<file path="config.mk">
export PLATFORM = sky130hd
export DESIGN_NAME = uart_tx_scheduler
export DESIGN_NICKNAME = d
export VERILOG_FILES = /design/src/rtl/uart_tx_scheduler.sv
export SDC_FILE = /design/constraint.sdc
export NUM_CORES = 1
export LEC_CHECK = 0
export CAP_MARGIN = 15
export CORE_ASPECT_RATIO = 1.4
export CORE_UTILIZATION = 53
export DETAILED_ROUTE_END_ITERATION = 16
export GPL_ROUTABILITY_DRIVEN = 0
export PLACE_DENSITY_LB_ADDON = 0.05
export SYNTH_ARGS = -nofsm -noshare
export SYNTH_HDL_FRONTEND = slang
export SYNTH_SLANG_ARGS = --single-unit
</file>
<file path="constraint.sdc">
create_clock -name sysclk -period 5.5 [get_ports sysclk]
set_input_delay 1.1 -clock sysclk [delete_from_list [all_inputs] [get_ports sysclk]]
set_output_delay 1.1 -clock sysclk [all_outputs]
set_load 0.05 [all_outputs]
</file>
<file path="src/rtl/uart_tx_scheduler.sv">
// Byte FIFO between a CPU store port and a uart block: pops one byte per
// frame and strobes it to the uart, then waits FRAME_CYCLES before the next.
module uart_tx_scheduler #(
   parameter int FIFO_DEPTH   = 16,
   parameter int FRAME_CYCLES = 8680
) (
   input  logic                          sysclk,
   input  logic                          nrst,
   input  logic                          cpu_we,
   input  logic [7:0]                    cpu_data,
   output logic                          cpu_stall,
   output logic                          uart_wr_o,
   output logic [7:0]                    uart_dat_o,
   output logic [$clog2(FIFO_DEPTH):0]   level,
   output logic                          idle,
   output logic                          drop
);

   localparam int AW = $clog2(FIFO_DEPTH);
   localparam int LW = AW + 1;
   localparam int CW = $clog2(FRAME_CYCLES);

   typedef enum logic {S_IDLE, S_WAIT} state_t;

   state_t          r_state;
   logic [CW-1:0]   r_cnt;
   logic [AW-1:0]   r_wr_ptr;
   logic [AW-1:0]   r_rd_ptr;
   logic [LW-1:0]   r_level;
   logic            r_wr;
   logic [7:0]      r_dat;
   logic            r_drop;
   logic [7:0]      r_mem [FIFO_DEPTH];

   logic            w_full;
   logic            w_push;
   logic            w_pop;

   // Full is taken from the registered level, so a same-cycle pop never frees a slot.
   assign w_full = (r_level == LW'(FIFO_DEPTH));
   assign w_push = cpu_we & ~w_full;
   assign w_pop  = (r_state == S_IDLE) & (r_level != '0);

   assign cpu_stall  = cpu_we & w_full;
   assign idle       = (r_level == '0) & (r_state == S_IDLE);
   assign uart_wr_o  = r_wr;
   assign uart_dat_o = r_dat;
   assign level      = r_level;
   assign drop       = r_drop;

   // Storage is deliberately left out of reset.
   always_ff @(posedge sysclk) begin
      if (nrst && w_push)
         r_mem[r_wr_ptr] <= cpu_data;
   end

   always_ff @(posedge sysclk) begin
      if (!nrst) begin
         r_state  <= S_IDLE;
         r_cnt    <= '0;
         r_wr_ptr <= '0;
         r_rd_ptr <= '0;
         r_level  <= '0;
         r_wr     <= 1'b0;
         r_dat    <= '0;
         r_drop   <= 1'b0;
      end else begin
         if (w_push)
            r_wr_ptr <= r_wr_ptr + 1'b1;
         else if (cpu_we)
            r_drop <= 1'b1;

         r_level <= r_level + LW'(w_push) - LW'(w_pop);

         case (r_state)
            S_IDLE: begin
               if (w_pop) begin
                  r_dat    <= r_mem[r_rd_ptr];
                  r_wr     <= 1'b1;
                  r_rd_ptr <= r_rd_ptr + 1'b1;
                  r_cnt    <= CW'(FRAME_CYCLES - 1);
                  r_state  <= S_WAIT;
               end else begin
                  r_wr <= 1'b0;
               end
            end
            S_WAIT: begin
               r_wr <= 1'b0;
               if (r_cnt == '0)
                  r_state <= S_IDLE;
               else
                  r_cnt <= r_cnt - 1'b1;
            end
            default: begin
               r_wr    <= 1'b0;
               r_state <= S_IDLE;
            end
         endcase
      end
   end

endmodule

</file>
==> results_dict.tcl <==
set metrics [dict create \
    cts.sinks 166 \
    fin_ws_ns 1.67 \
    ys.warnings.count 0 \
    grt_util_met3_pct 4.83 \
    path_max_fanout 8 \
    cts-root-buf "clkbuf_16" \
    cp.depth 5 \
    grtUsageTotal_pct 22.7 \
    firstDrtPassIters 10 \
    clock_skew_ns 0.00983 \
    clk_path_buf_depth 2 \
    clock_latency_ns 0.41 \
    crit_family "buffers and inverters" \
    syn_inst 460 \
    initial_utilization_pct 54.8 \
    grt.met1_usage_pct 27.5 \
    num_rows 48 \
    synth_cell_types 53 \
    maxCapViolations 0 \
    arrival_ns 2.73 \
    port_buffers 27 \
    required_ns 4.40 \
    path_clk_slew_ns 0.06 \
    rr_worst_depth 13 \
    max_slew_margin_pct 26.1 \
    finalHoldViolCount 0 \
    postLayoutCellArea_um2 7780 \
    num_antenna_cells 0 \
    cts_tree "yes" \
    detail-route-antenna-nets 0 \
    finalSetupViolCount 0 \
    grt_pass1_wl_mm 21.9 \
    slew_violations 0 \
    synth_ff_type "edfxtp_1" \
    start_kind "flop" \
    netlist_area_um2 6810 \
    htree_levels 4 \
    syn-num-nets 485 \
    via_count 3895 \
    rsz0062_at_grt "no" \
    cts_resized 0 \
    cp_num_buf_inv 2 \
    core_area_um2 12400 \
    hpwl_mm 9.08 \
    instances_no_fill 652 \
    fin_crit_ns 3.83 \
    cpMaxStageDelayCell "clkdlybuf4s50_1" \
    async_flop_share_pct 0 \
    wl_per_cell_um 21.4 \
    fin_crit_sh_pct 69.6 \
    grtUsageMet2_pct 39.6 \
    fp.dieH_um 136 \
    synth_edf_count 128 \
    dp.cells 620 \
    vias_per_cell 5.97 \
    power_leakage_nw 2.56 \
    place_ws_ns 1.73 \
    status "finished with violations" \
    cts_made_buffers 17 \
    grt_pass1_vias 3916 \
    violations "design-rule violations" \
    crit_type "reg2out" \
    timing.fmax_mhz 261 \
    peakVddDrop_uv 234 \
    syn_to_final_growth_pct 14.2 \
    grt_max_degree 52 \
    holdPathStages 2 \
    drt-total-wl_mm 14.0 \
    die-area_um2 13300 \
    avgSynthCellArea_um2 14.8 \
    final_util_pct 62.6 \
    cts.hold.buffers_added 0 \
    antenna_found_initial 0 \
    num-nets-final 514 \
    worst_slew_pin_slew_ns 1.11 \
    cts_setup_buffers 0 \
    die_x_um 97.8 \
    drc 4 \
    grt-ovfl-total 0 \
    num_io_pins 28 \
    drive_gt1_share_pct 11.4 \
    yosysSeqAreaShare_pct 67.6 \
    power_density_nw_per_um2 494 \
    path_cells "inv_1, ha_1, or4b_1, nor2_1, clkdlybuf4s50_1" \
    ys_seq_elements 166 \
    drt_iter0_drc 237 \
    critical_path.max_stage_delay_ns 0.85 \
    place_area_um2 7210 \
    grt-busiest-layer "met2" \
    fin_setup_tns_ns 0 \
    min_path_type "reg2reg" \
    cp-end-kind "output pin" \
]
registers in the layout, summed over array words and instances, names as in the netlist, 4 cells and up:
name / cells
r_rd_ptr: 4
r_cnt: 14
level: 5
r_wr_ptr: 4
uart_dat_o: 8
r_mem: 128
report_power, final:
group          internal, W  leakage [nW]  switching (W)
Combinational     0.000464         0.839       0.000701
Clock             0.000667         0.260       0.000461
Sequential         0.00146          1.47      0.0000926
Total              0.00259          2.56        0.00125
through the flow:
stage	total power, W	hold slack [ns]
6_report	0.00384	0.464
5_1_grt	0.00402	0.500
4_1_cts	0.00387	0.468
3_5_place_dp	0.00274	0.454
3_3_place_gp	0.00273	0.447
2_1_floorplan	0.00243	0.463
synthesized netlist by cell type, types with 2 or more instances:
cell	instances	area share, %
o211ai_1	2	0.22
edfxtp_1	128	56
a22oi_1	24	2.6
o2111ai_1	2	0.26
nand3b_1	3	0.33
and3_1	2	0.18
clkbuf_1	11	0.61
xor2_1	2	0.26
a21oi_1	9	0.66
ha_1	13	2.4
inv_1	15	0.83
nor4b_1	2	0.26
nor4_1	4	0.37
buf_1	5	0.28
o31ai_1	3	0.33
and2_1	5	0.46
mux2i_1	33	4.9
xnor2_1	8	1.0
dfxtp_1	38	11
nor3_1	3	0.22
nor2_1	37	2.0
and4_1	4	0.51
o41ai_1	2	0.26
nand2_1	23	1.3
or4_4	2	0.33
or3_1	4	0.37
buf_2	5	0.37
nor2b_1	2	0.18
a21boi_1	2	0.22
o21ai_0	3	0.22
or4_1	4	0.44
or3b_2	2	0.26
a31oi_1	3	0.28
nand3_1	21	1.5
mux4_2	16	5.3
logic make-up after synthesis:
logic type,count (synthesis),synth area share [%]
buf+inv,37,2.13
flops,166,67.6
fa+ha+maj,14,2.68
mux,49,10.1
xor+xnor,10,1.29
compound gates,59,6.56
simple gates,125,9.59
cells in the final DEF, fill, tap and decap left out, types with 16 or more instances in the layout:
| master | synthesis | layout |
|---|---|---|
| nor2_1 | 37 | 37 |
| mux4_2 | 16 | 16 |
| mux2i_1 | 33 | 33 |
| edfxtp_1 | 128 | 128 |
| clkbuf_16 | 0 | 17 |
| clkdlybuf4s50_1 | 0 | 27 |
| dfxtp_1 | 38 | 37 |
| a22oi_1 | 24 | 24 |
| nand3_1 | 21 | 21 |
| nand2_1 | 23 | 23 |
worst paths after layout:
| kind | startpoint | end | slack, ns |
|---|---|---|---|
| hold reg to reg | uart_dat_o[6] | uart_dat_o[6] | 0.46 |
| setup reg to reg | level[3] | level[4] | 2.19 |
| hold / removal | uart_dat_o[6] | uart_dat_o[6] | 0.46 |
| setup / recovery | level[3] | idle | 1.67 |
per-layer routing:
layer,routed length (µm),vias up
li1,-,1834
met4,295,0
met3,601,21
met1,5770,1944
met2,7300,96
met5,0,-
cell type report:
type                    count  area, µm²
clock inverters            12        128
multi-input cells         257       2060
fillers                   922       4650
inverters                  16       60.1
flip-flops and latches    166       4610
repair buffers             31        300
clock buffers              20        437
well taps                 150        188
tightest hold or removal path: cells and delay by family (launching register included):
kind | cells | cell delay [ns]
flip-flops | 1 | 0.33
AND/OR/NAND/NOR | 2 | 0.10
Power figures use the tool's default switching activity.
